==> src/rtl/mcpu_regfile_wb_ctrl.sv <==
// Write-port controller for MCPU_Registerfile: arbitrates ALU/load write-back and runs a register clear sequence.
// Optional feature: define RR_ARB_EN for round-robin arbitration (default is fixed priority, A over B).
module mcpu_regfile_wb_ctrl #(
  parameter int WORD_SIZE        = 8,
  parameter int OPERAND_SIZE     = 4,
  parameter int REGISTERS_NUMBER = 16
) (
  input  logic                    clk,
  input  logic                    reset,
  input  logic                    clr_start,
  input  logic [WORD_SIZE-1:0]    clr_value,
  output logic                    clr_busy,
  output logic                    clr_done,
  input  logic                    a_req,
  input  logic [OPERAND_SIZE-1:0] a_addr,
  input  logic [WORD_SIZE-1:0]    a_data,
  output logic                    a_gnt,
  input  logic                    b_req,
  input  logic [OPERAND_SIZE-1:0] b_addr,
  input  logic [WORD_SIZE-1:0]    b_data,
  output logic                    b_gnt,
  output logic [OPERAND_SIZE-1:0] rf_addr,
  output logic [WORD_SIZE-1:0]    rf_data,
  output logic [1:0]              rf_cmd,
  output logic                    rf_wb
);

  typedef enum logic [1:0] {
    SERVE = 2'd0,
    CLEAR = 2'd1,
    DONE  = 2'd2
  } state_t;

  localparam logic [OPERAND_SIZE-1:0] LAST_REG = OPERAND_SIZE'(REGISTERS_NUMBER - 1);

  state_t                  state_r, state_s;
  logic [OPERAND_SIZE-1:0] cnt_r, cnt_s;
  logic [WORD_SIZE-1:0]    val_r, val_s;
  logic                    pick_b_s;

  logic                    wb_s, a_gnt_s, b_gnt_s, busy_s, done_s;
  logic [OPERAND_SIZE-1:0] addr_s;
  logic [WORD_SIZE-1:0]    data_s;

`ifdef RR_ARB_EN
  // rr_b_r = 1 means B was not granted last, so B wins a tie
  logic rr_b_r, rr_b_s;
`endif

  // Arbitration winner among the write-back requesters
  always_comb begin
`ifdef RR_ARB_EN
    pick_b_s = b_req && (!a_req || rr_b_r);
`else
    pick_b_s = b_req && !a_req;
`endif
  end

  // Next-state and next-output logic
  always_comb begin
    state_s = state_r;
    cnt_s   = cnt_r;
    val_s   = val_r;
    wb_s    = 1'b0;
    a_gnt_s = 1'b0;
    b_gnt_s = 1'b0;
    busy_s  = 1'b0;
    done_s  = 1'b0;
    addr_s  = {OPERAND_SIZE{1'b0}};
    data_s  = {WORD_SIZE{1'b0}};
`ifdef RR_ARB_EN
    rr_b_s  = rr_b_r;
`endif
    case (state_r)
      SERVE: begin
        if (clr_start) begin
          state_s = CLEAR;
          cnt_s   = {OPERAND_SIZE{1'b0}};
          val_s   = clr_value;
        end else if (pick_b_s) begin
          wb_s    = 1'b1;
          b_gnt_s = 1'b1;
          addr_s  = b_addr;
          data_s  = b_data;
`ifdef RR_ARB_EN
          rr_b_s  = 1'b0;
`endif
        end else if (a_req) begin
          wb_s    = 1'b1;
          a_gnt_s = 1'b1;
          addr_s  = a_addr;
          data_s  = a_data;
`ifdef RR_ARB_EN
          rr_b_s  = 1'b1;
`endif
        end else begin
          wb_s    = 1'b0;
        end
      end
      CLEAR: begin
        wb_s   = 1'b1;
        busy_s = 1'b1;
        addr_s = cnt_r;
        data_s = val_r;
        // compare before increment so the counter never wraps
        if (cnt_r == LAST_REG) begin
          state_s = DONE;
        end else begin
          cnt_s = cnt_r + OPERAND_SIZE'(1);
        end
      end
      DONE: begin
        done_s  = 1'b1;
        state_s = SERVE;
      end
      default: begin
        state_s = SERVE;
      end
    endcase
  end

  // State, counter, latched clear value and registered outputs
  always_ff @(posedge clk or posedge reset) begin
    if (reset) begin
      state_r  <= SERVE;
      cnt_r    <= {OPERAND_SIZE{1'b0}};
      val_r    <= {WORD_SIZE{1'b0}};
      rf_wb    <= 1'b0;
      rf_addr  <= {OPERAND_SIZE{1'b0}};
      rf_data  <= {WORD_SIZE{1'b0}};
      rf_cmd   <= 2'b00;
      a_gnt    <= 1'b0;
      b_gnt    <= 1'b0;
      clr_busy <= 1'b0;
      clr_done <= 1'b0;
`ifdef RR_ARB_EN
      rr_b_r   <= 1'b0;
`endif
    end else begin
      state_r  <= state_s;
      cnt_r    <= cnt_s;
      val_r    <= val_s;
      rf_wb    <= wb_s;
      rf_addr  <= addr_s;
      rf_data  <= data_s;
      rf_cmd   <= 2'b00;
      a_gnt    <= a_gnt_s;
      b_gnt    <= b_gnt_s;
      clr_busy <= busy_s;
      clr_done <= done_s;
`ifdef RR_ARB_EN
      rr_b_r   <= rr_b_s;
`endif
    end
  end

endmodule

==> config.mk <==
export PLATFORM = sky130hd
export DESIGN_NAME = mcpu_regfile_wb_ctrl
export DESIGN_NICKNAME = d
export VERILOG_FILES = /design/src/rtl/mcpu_regfile_wb_ctrl.sv
export SDC_FILE = /design/constraint.sdc
export NUM_CORES = 1
export LEC_CHECK = 0
export BUFFER_PORTS_ARGS = -buffer_cell sky130_fd_sc_hd__clkbuf_2
export CAP_MARGIN = 20
export CORE_MARGIN = 2
export CORE_UTILIZATION = 48
export CTS_BUF_LIST = sky130_fd_sc_hd__clkbuf_4 sky130_fd_sc_hd__clkbuf_8 sky130_fd_sc_hd__clkbuf_16
export CTS_CLUSTER_DIAMETER = 100
export DETAILED_ROUTE_END_ITERATION = 7
export GPL_TIMING_DRIVEN = 0
export PLACE_DENSITY = 0.84
export SYNTH_ARGS = -nofsm -noshare
export SYNTH_HDL_FRONTEND = slang
export SYNTH_SLANG_ARGS = --single-unit
==> constraint.sdc <==
create_clock -name clk -period 2.7 [get_ports clk]
set_input_delay 0.135 -clock clk [delete_from_list [all_inputs] [get_ports clk]]
set_output_delay 0.135 -clock clk [all_outputs]
set_load 0.03 [all_outputs]
Yosys cells after proc, flatten, opt, wreduce, memory -nomap -nowiden

Index checks and enable logic that the tools add are counted.

Input bits: 37
Logic and storage cells: 50
Register bits: 31

Eq/ne operators: 6
Reduce and logical (&&, ||, !) cells: 7
Multiplexer cells: 26
Add/sub/neg operators: 1

Operators with widths:

| kind                | number |
|---|---|
| $mux 8              | 3 |
| $mux 4              | 5 |
| $pmux 4 s2          | 2 |
| $pmux 8 s2          | 1 |
| $mux 1              | 11 |
| $ne 2x2->1 const B  | 3 |
| $add 4x1->4 const B | 1 |
| $eq 4x4->1 const B  | 1 |
| $mux 2              | 2 |
| $pmux 2 s2          | 1 |
| $reduce_and 2->1    | 2 |
| $reduce_and 3->1    | 1 |
| $eq 2x1->1 const B  | 1 |
| $eq 2x2->1 const B  | 1 |
| $logic_not 2->1     | 1 |
| $pmux 1 s2          | 1 |
| $reduce_bool 2->1   | 1 |
| $logic_and 1x1->1   | 1 |
| $logic_not 1->1     | 1 |

Longest topological paths before layout

Gate-level depths: netlist of run 1.

Depth in word-level cells: 5
Depth in mapped cells: 5
Mapped depth without buffers: 4

Least setup slack after synthesis of run 1

OpenSTA, ideal clock, no wires.

Kind: register to register
Start: register cnt_r[0]
End: register cnt_r[0]
Data required time: 2572 ps
Buffers on the path: 0
Cell stages (with the launch flop): 4
Setup slack: 1356 ps
Arrival: 1216 ps
Clock period less this slack: 1344 ps
Library setup time: 128 ps
Path through: dfrtp_1 > ha_1 > a41oi_2 > mux2_1

Word-level cells in the longest chain between the ends: 3
Elaborated cells on any way between the ends: 6
Classes of those cells: add/sub: 1; eq/ne: 2; mux: 2; reduce/logical: 1

Ends and longest elaborated chain:

| item                                                  | line     | RTL |
|---|---|---|
| from (decl)                                           | 37       | `logic [OPERAND_SIZE-1:0] cnt_r, cnt_s;` |
| from (signal assigned)                                | 126      | `cnt_r <= {OPERAND_SIZE{1'b0}};` |
| from (signal assigned)                                | 141      | `cnt_r <= cnt_s;` |
| $add 4x1->4 / $eq 4x4->1 (equally long branches)      | 109, 106 |  |
| $mux 4 / $ne 2x2->1 (equally long branches)           | --       |  |
| $pmux 4 s2 / $reduce_and 3->1 (equally long branches) | --       |  |

Several ways; a longest one is shown, not always the timed one. The select of a mux whose other input is x is not followed.
A chain may end at the register's enable or synchronous reset.

Worst setup path in the final report of run 1

Start: register state_r[0]
End: register val_r[3]

Word-level cells in the longest chain between the ends: 2

Ends and longest elaborated chain:

| item                              | line | RTL |
|---|---|---|
| from (decl)                       | 36   | `state_t state_r, state_s;` |
| from (signal assigned)            | 140  | `state_r <= state_s;` |
| $logic_not 2->1                   | 74   | `case (state_r)` |
| $reduce_and 2->1 (no source line) | --   |  |
| to (signal assigned)              | 127  | `val_r <= {WORD_SIZE{1'b0}};` |
| to (signal assigned)              | 142  | `val_r <= val_s;` |
| to (decl)                         | 38   | `logic [WORD_SIZE-1:0] val_r, val_s;` |

No other way between the ends.

==> out/metrics.cfg, run 1 <==
[yosys]
async_flop_share = 1.00
syn_avg_cell_area_um2 = 13.4
synth_cells = 99
yosys.area.top_type = dfrtp_1
synth_ff_type = dfrtp_1
synth_edf_count = 0
synthTopCellsByArea = dfrtp_1 (58%), a221o_1 (9.0%), mux2_2 (6.8%), and3_1 (5.2%), buf_6 (1.7%)
synth_top_area_frac = 0.584
syn_area_um2 = 1330
seq_area_frac_synth = 0.584
ys_ff_latch = 31
ys_types = 32
yosys_warnings = 0

[status]
outcome = finished clean

[min_path]
hold_class = in2reg

[setup_path]
r2r.worst_path.cells = 2
arrival_ps = 1730
worst_setup_path_start_kind = flop
path_buf_inv = 0
reg2reg_setup_slack_ps = 1180
end_kind = flop
critPathLaunch = state_r[0]
worst-path-max-fanout = 9
cp_num_cells = 2
worstPathCellList = nor3b_4 > mux2_2
path_delay_family = simple AND/OR/NAND/NOR gates
cp-endpoint = val_r[3]
r2r_end = val_r[3]
critPathKind = reg2reg
worstPathRequired_ps = 2900
slowest_stage = nor3b_4
worstReg2RegStart = state_r[0]
max_stage_delay_ps = 520

[placement]
place.gp.congestion = 0.795
placement.io_buffers = 53
dp_hpwl_um = 2070
dpl_cell_area_um2 = 1640

[floorplan]
rows = 19
die_y_um = 56.6
start_util = 0.494
dieArea_um2 = 3200
core-area_um2 = 2690
ios = 56
chipWidth_um = 56.6

[sta]
fin_setup_tns_ps = 0
worstMarginPinSlew_ps = 617
setup_viol = 0
fin_crit_ps = 1520
whs_ps = 41.9
hold_viol = 0
fin_crit_sh = 0.564
clock_skew_ps = 5.04
max-slew-margin-rel = 0.589
maxSlewViolCount = 0
fmax_ghz = 0.657
rsz0062_at_grt = no

[route]
drtPass1Iterations = 4
vias_per_cell = 5.30
postRouteWirelength_um = 2800
dr_total_vias = 1029
drt_iter0_markers = 29
routedWlPerCell_um = 14.4
ant_nets = 0
drc = 0

[clocking]
clk_pin_slew_ps = 90
cts-buffers-inserted = 5
cts_max_level = 2
clk_path_buf_depth = 2
cts_num_sinks = 31
insertion_delay_ps = 320
cts_tree = yes
clockRootBuffer = clkbuf_4
cts-resized-gates = 0

[final_layout]
final_common_cell = clkbuf_2
drive_gt1_frac = 0.503
nets = 200
post-route-cell-area_um2 = 1750
area_growth_pct = 31.5
multi_input_comb_area_um2 = 490
seq_area_um2 = 776
diodes = 0
fillers = 214
layout_common_cells = clkbuf_2 (53), dfrtp_1 (31), a221o_1 (12)

[global_route]
grt_pass1_wl_um = 4450
grt_overflow = 0
antenna_found_initial = 0
grt_max_degree = 32
track_usage = 0.188
grt_pass1_vias = 1021

[power]
p_per_area_nw_per_um2 = 1160
peakVddDrop_mv = 0.816
p_leak_nw = 0.931

[run]
max_cap_violations = 0

## timing repair
action | CTS | global route
setup buffers | 0 | 0
hold buffers | 0 | 1
endpoints found under the hold margin | 0 | 13
## cells in the mapped netlist (2+ instances only)
library cell  count
mux2_2            8
and3_1           11
buf_4             2
and2_1            2
dfrtp_1          31
a21oi_1           3
a221o_1          12
o21bai_1          2
inv_1             4
buf_6             2
## worst reg2reg max path: cells and delay by family (launching register included)
family | cells | cell delay, ps
flip-flops | 1 | 490
multiplexers | 1 | 400
AND/OR/NAND/NOR | 1 | 520
## metal layers
metal  vias up  global-route usage  routed length [um]
met5         -                   0                   0
met4         0              0.0714                  17
met3         2              0.0806                 182
met2        42               0.301                1400
met1       493               0.224                1200
li1        492                   -                   -
## final cells by class
class                   count  area share
well taps                  31      0.0222
plain buffers               6      0.0265
repair buffers             55       0.173
multi-input cells          58       0.281
flip-flops and latches     31       0.444
inverters                   5      0.0108
clock buffers               8      0.0416
## where the power goes
| group | switching (mW) | total, mW | internal [mW] |
|---|---|---|---|
| logic | 0.506 | 0.907 | 0.401 |
| registers | 0.125 | 0.798 | 0.673 |
| clock network | 0.148 | 0.311 | 0.163 |
## registers in the layout (all words and copies together) (netlist names)
signal / cells
rf_addr: 4
b_gnt: 1
rf_data: 8
rf_wb: 1
cnt_r: 4
val_r: 8
clr_busy: 1
state_r: 2
a_gnt: 1
clr_done: 1
## metrics by stage
stage	setup slack (ps)	utilization	cells	power, mW
floorplan	1360	-	100	1.46
global placement	1220	0.609	184	1.67
detailed placement	1190	0.609	184	1.72
CTS	1170	0.636	192	2.02
global route	1090	0.650	194	2.15
finish	1180	0.650	194	2.02
## how the worst min path moves through the flow
stage / start / to / slack (ps) / cells after the start
final: a_addr[0] / rf_addr[0] / 40 / 2
after global routing: clr_value[2] / val_r[2] / 30 / 2
after CTS: a_addr[0] / rf_addr[0] / 30 / 2
after detailed placement: a_addr[0] / rf_addr[0] / 370 / 2
after global placement: a_data[2] / rf_data[2] / 370 / 2
after floorplan: reset / a_gnt / 240 / 1
## logic make-up (layout without fill, tap and decap cells)
| family | Yosys count | count (layout) | share of synthesized area |
|---|---|---|---|
| buffers and inverters | 11 | 74 | 0.0490 |
| DFF | 31 | 31 | 0.584 |
| other | 1 | 2 | 0.00282 |
| muxes | 10 | 10 | 0.0839 |
| xor gates and xnor gates | 1 | 1 | 0.00660 |
| and+or+nand+nor | 23 | 23 | 0.123 |
| adders and majority gates | 1 | 1 | 0.00942 |
| AOI/OAI and AO/OA | 21 | 21 | 0.141 |
Note: power is estimated with default switching activity, not from simulation.
==> run 2, diff against run 1 <==
- ABC_AREA: default -> 1
- CORE_UTILIZATION: 48 -> 46
- PLACE_DENSITY: 0.84 -> 0.81
- clock period: 2.7 -> 1.6 ns (I/O delays scaled with it)
==> out/metrics.cfg, run 2 <==
[placement]
placement.io_buffers = 52
dp_hpwl_um = 2090
place.gp.congestion = 0.833
pre_cts_slack_ps = 278

[power]
peakVddDrop_mv = 1.35
p_int_mw = 1.93
switching_power_mw = 1.27
p_comb_frac = 0.404
seqPwrFrac = 0.396
p_leak_nw = 1.13
p_per_area_nw_per_um2 = 1530
p_clk_frac = 0.199
switching_share = 0.397

[clocking]
cts-buffers-inserted = 5
clockRootBuffer = clkbuf_4
insertion_delay_ps = 340
clk_pin_slew_ps = 100
cts_num_sinks = 31
cts_max_level = 2
cts_tree = yes
cts-resized-gates = 0
clk_path_buf_depth = 2

[setup_path]
reg2reg_setup_slack_ps = 260
r2r.worst_path.cells = 6
r2r_end = rf_data[7]
critPathKind = reg2reg
worstReg2RegStart = state_r[0]
end_kind = flop
worst-path-max-fanout = 10
arrival_ps = 1620
worstPathRequired_ps = 1880
worst_setup_path_start_kind = flop

[sta]
fin_crit_sh = 0.840
rsz0062_at_grt = no
fin_crit_ps = 1340
clock_skew_ps = 7.92
fmax_ghz = 0.744
fin_setup_tns_ps = 0
worstMarginPinSlew_ps = 686
setup_viol = 0
maxSlewViolCount = 0
setup_slack_ps = 256
max-slew-margin-rel = 0.542
hold_viol = 0

[floorplan]
rows = 19
ios = 56
start_util = 0.485
dieArea_um2 = 3350
chipWidth_um = 57.9
core-area_um2 = 2760
die_y_um = 57.9

[yosys]
seq_area_frac_synth = 0.580
yosysMostFrequentCell = nand2_1
synth_top_area_frac = 0.580
synth_edf_count = 0
async_flop_share = 1.00
yosys-top-cells-count = nand2_1 (61), dfrtp_1 (31), nand3_1 (25)
syn_avg_cell_area_um2 = 8.98
ys_ff_latch = 31
yosys.area.top_type = dfrtp_1
ys_types = 19
syn_area_um2 = 1340
synth_ff_type = dfrtp_1
synth_cells = 149
synthTopCellsByArea = dfrtp_1 (58%), nand2_1 (17%), nand3_1 (9.4%), nor2_4 (2.5%), inv_1 (2.0%)
yosys_warnings = 0

[global_route]
antenna_found_initial = 1
grt_max_degree = 18
grt_pass1_vias = 1348
grt_pass1_wl_um = 5920
grt_overflow = 0
track_usage = 0.247

[min_path]
hold_class = in2reg
hold_path.startpoint = clr_start
hold_path_depth = 3
min_to = val_r[4]

[route]
vias_per_cell = 4.81
drt_iter0_markers = 52
routedWlPerCell_um = 13.4
postRouteWirelength_um = 3690
drc = 0
drtPass1Iterations = 4
ant_nets = 0
dr_total_vias = 1328

[status]
outcome = finished clean

[final_layout]
drive_gt1_frac = 0.316
nets = 281
area_growth_pct = 56.0
layout_common_cells = nand2_1 (61), clkbuf_2 (52), dlygate4sd3_1 (33)
final_common_cell = nand2_1
reg_top3 = rf_data (8), val_r (8)

[run]
max_cap_violations = 0

[run 2: routing by layer]
metal,share of wire,GRT usage,up-vias
li1,-,-,654
met1,0.36,0.260,599
met2,0.52,0.422,57
met3,0.052,0.0670,18
met4,0.058,0.179,0
met5,0,0,-
[run 2: metrics by stage]
stage	area, um2	utilization	hold WS (ps)	cells	power [mW]
3_5_place_dp	1670	0.605	189	234	2.48
5_1_grt	2090	0.757	83.2	276	3.39
3_3_place_gp	1640	0.595	291	233	2.44
4_1_cts	2080	0.756	66.1	275	3.17
6_report	2090	0.757	70.3	276	3.19
2_1_floorplan	1340	-	184	150	2.13
[run 2: cell type report]
class	count	area [um2]
clock buffers	6	51.3
fillers	189	671
multi-input cells	105	485
inverters	8	30.0
plain buffers	6	50.0
flip-flops and latches	31	776
well taps	31	38.8
repair buffers	86	618
diodes	1	2.50
clock inverters	2	35.0
[run 2: worst max-delay path by stage]
stage / start / endpoint / cells past startpoint
global placement: state_r[1] / cnt_r[3] / 6
detailed placement: state_r[0] / cnt_r[3] / 6
global route: state_r[0] / cnt_r[3] / 6
floorplan: state_r[0] / cnt_r[1] / 6
finish: state_r[0] / rf_data[7] / 6
CTS: state_r[1] / rf_addr[1] / 6
[run 2: kinds of logic (layout without fill, tap and decap cells)]
family          count (synthesis)  in the layout  synth area share
compound gates                  2              2           0.00748
fa+ha+maj                       1              1           0.00935
buf+inv                        14            108            0.0599
flops                          31             31             0.580
mux                             1              1           0.00748
other cells                     1              3           0.00280
simple gates                   99             99             0.333
[run 2: worst max-delay path: stages, from the launching register on]
cell and delay [ps]:
dfrtp_1 430, nor2_4 270, nand2_4 110, nor2_4 160, buf_6 160, nand2_1 70
nand3_1 80
[run 2: timing repair]
action                    4_1_cts  5_1_grt
hold endpoints to repair       36        0
setup buffers                   0        0
hold buffers                   33        0
[run 2: power groups by stage]
stage	logic, mW	registers [mW]	clock network (mW)
2_1_floorplan	0.556	1.57	0
3_3_place_gp	1.18	1.26	0
3_5_place_dp	1.21	1.27	0
4_1_cts	1.28	1.26	0.640
5_1_grt	1.42	1.30	0.674
6_report	1.29	1.27	0.637
==> run 3, diff against run 2 <==
- CORE_UTILIZATION: 46 -> 42
- PLACE_DENSITY: 0.81 -> 0.78
- clock period: 1.6 -> 1.2 ns (I/O delays scaled with it)
==> out/metrics.cfg, run 3 (synthesized netlist as in run 2, its figures left out) <==
[status]
outcome = complete, but fails checks
violations = negative setup slack

[setup_path]
arrival_ps = 1580
critPathLaunch = state_r[1]
worst-path-max-fanout = 4
worstReg2RegStart = state_r[1]
worstPathCellList = nor2_4 > nand2_4 > nor2_4 > buf_4 > nand2_1 > nand3_1
end_kind = flop
reg2reg_setup_slack_ps = -100
r2r.worst_path.cells = 6
worst_setup_path_start_kind = flop
slowest_stage = dfrtp_2
max_stage_delay_ps = 460
path_common_cell = nor2_4
critPathKind = reg2reg
cp-endpoint = rf_data[6]
r2r_end = rf_data[6]
worstPathRequired_ps = 1480

[sta]
whs_ps = 69.9
clock_skew_ps = 22.5
hold_viol = 0
setup_slack_ps = -96.6
fin_crit_sh = 1.08
rsz0062_at_grt = yes
fmax_ghz = 0.771
maxSlewViolCount = 0
setup_viol = 14
worstMarginPinSlew_ps = 645
fin_crit_ps = 1300
max-slew-margin-rel = 0.569

[power]
fin_total_pwr_mw = 4.65
p_leak_nw = 1.21
peakVddDrop_mv = 0.802
p_per_area_nw_per_um2 = 2090

[floorplan]
core-area_um2 = 3050
start_util = 0.438
rows = 20
die_y_um = 60.4
dieArea_um2 = 3650
chipWidth_um = 60.4
ios = 56

[clocking]
cts_max_level = 2
clk_path_buf_depth = 2
cts_num_sinks = 31
cts-buffers-inserted = 5
clk_pin_slew_ps = 100
clockRootBuffer = clkbuf_4
cts_tree = yes
insertion_delay_ps = 350

[route]
ant_nets = 0
drt_iter0_markers = 210
dr_total_vias = 1647
drtPass1Iterations = 5
routedWlPerCell_um = 19.2
vias_per_cell = 5.53
postRouteWirelength_um = 5730
drc = 0

[final_layout]
diodes = 0
layout_common_cells = nand2_1 (54), clkbuf_2 (52), dlygate4sd3_1 (33)
reg_top3 = rf_data (8), val_r (8)
area_growth_pct = 66.4
final_common_cell = nand2_1
fillers = 211
drive_gt1_frac = 0.406
nets = 291

[run]
max_cap_violations = 0

[min_path]
hold_path_depth = 3
hold_path.startpoint = clr_start
hold_class = in2reg

[global_route]
grt_pass1_wl_um = 6600
track_usage = 0.255
grt_overflow = 0
antenna_found_initial = 0
grt_max_degree = 20
grt_pass1_vias = 1444

[placement]
placement.io_buffers = 52
place.gp.congestion = 0.753
dp_hpwl_um = 2170

## run 3: changes by cell type in the layout (fill, tap and decap cells not counted), moves of 2 or more
cell,before,now
nand2_1,61,54
nand3_1,25,19
nand2_4,1,4
nand2_2,3,7
buf_4,3,12
clkbuf_4,5,7
nand3_2,0,6
## run 3: final cells by class
type	instances	area [um2]	share of cell area
buffer	6	50.0	0.0225
clock buffer	7	52.6	0.0236
clock inverter	1	5.00	0.00225
inverter	8	30.0	0.0135
multi-input combinational	105	559	0.251
sequential	31	777	0.349
tap	44	55.1	0.0247
timing repair buffer	96	697	0.313
## run 3: what timing repair did
action                                  CTS  global route
hold buffers                             33             0
endpoints found under the hold margin    32             0
buffers inserted                          4             4
cloned                                    0             2
pin swaps                                 2             5
endpoints found under the setup margin   16            16
gates resized for setup                   2            21
## run 3: per-stage QoR
| stage | TNS, ps | area [um2] | util | instances | setup WS, ps |
|---|---|---|---|---|---|
| floorplan | 0 | 1340 | - | 150 | 61.4 |
| global placement | -1080 | 1660 | 0.543 | 246 | -114 |
| detailed placement | -1350 | 1680 | 0.552 | 247 | -122 |
| CTS | -27.3 | 2110 | 0.691 | 292 | -11.9 |
| global route | -1450 | 2230 | 0.729 | 298 | -181 |
| finish | -709 | 2230 | 0.729 | 298 | -96.6 |
## run 3: worst max-delay path: cells and delay by family (launching register included)
family	cells	cell delay, ps
simple gates	5	650
buf+inv	1	140
flops	1	460
## run 3: layer usage
metal / up-vias / share of wire / track usage
met5: - / 0 / 0
met4: 0 / 0.068 / 0.183
met3: 48 / 0.14 / 0.0917
met2: 163 / 0.46 / 0.444
met1: 767 / 0.33 / 0.251
li1: 669 / - / -
## run 3: power breakdown
group	total, mW	switching (mW)	leakage [nW]	internal (mW)
Sequential	1.74	0.274	0.384	1.46
Clock	0.654	0.381	0.0361	0.273
Combinational	2.26	1.45	0.786	0.809
## run 3: worst min path at each step
| stage | end | slack, ps |
|---|---|---|
| 2_1_floorplan | a_gnt | 160 |
| 4_1_cts | val_r[2] | 70 |
| 3_3_place_gp | rf_data[2] | 270 |
| 3_5_place_dp | b_gnt | 120 |
| 5_1_grt | val_r[4] | 70 |
| 6_report | val_r[7] | 70 |
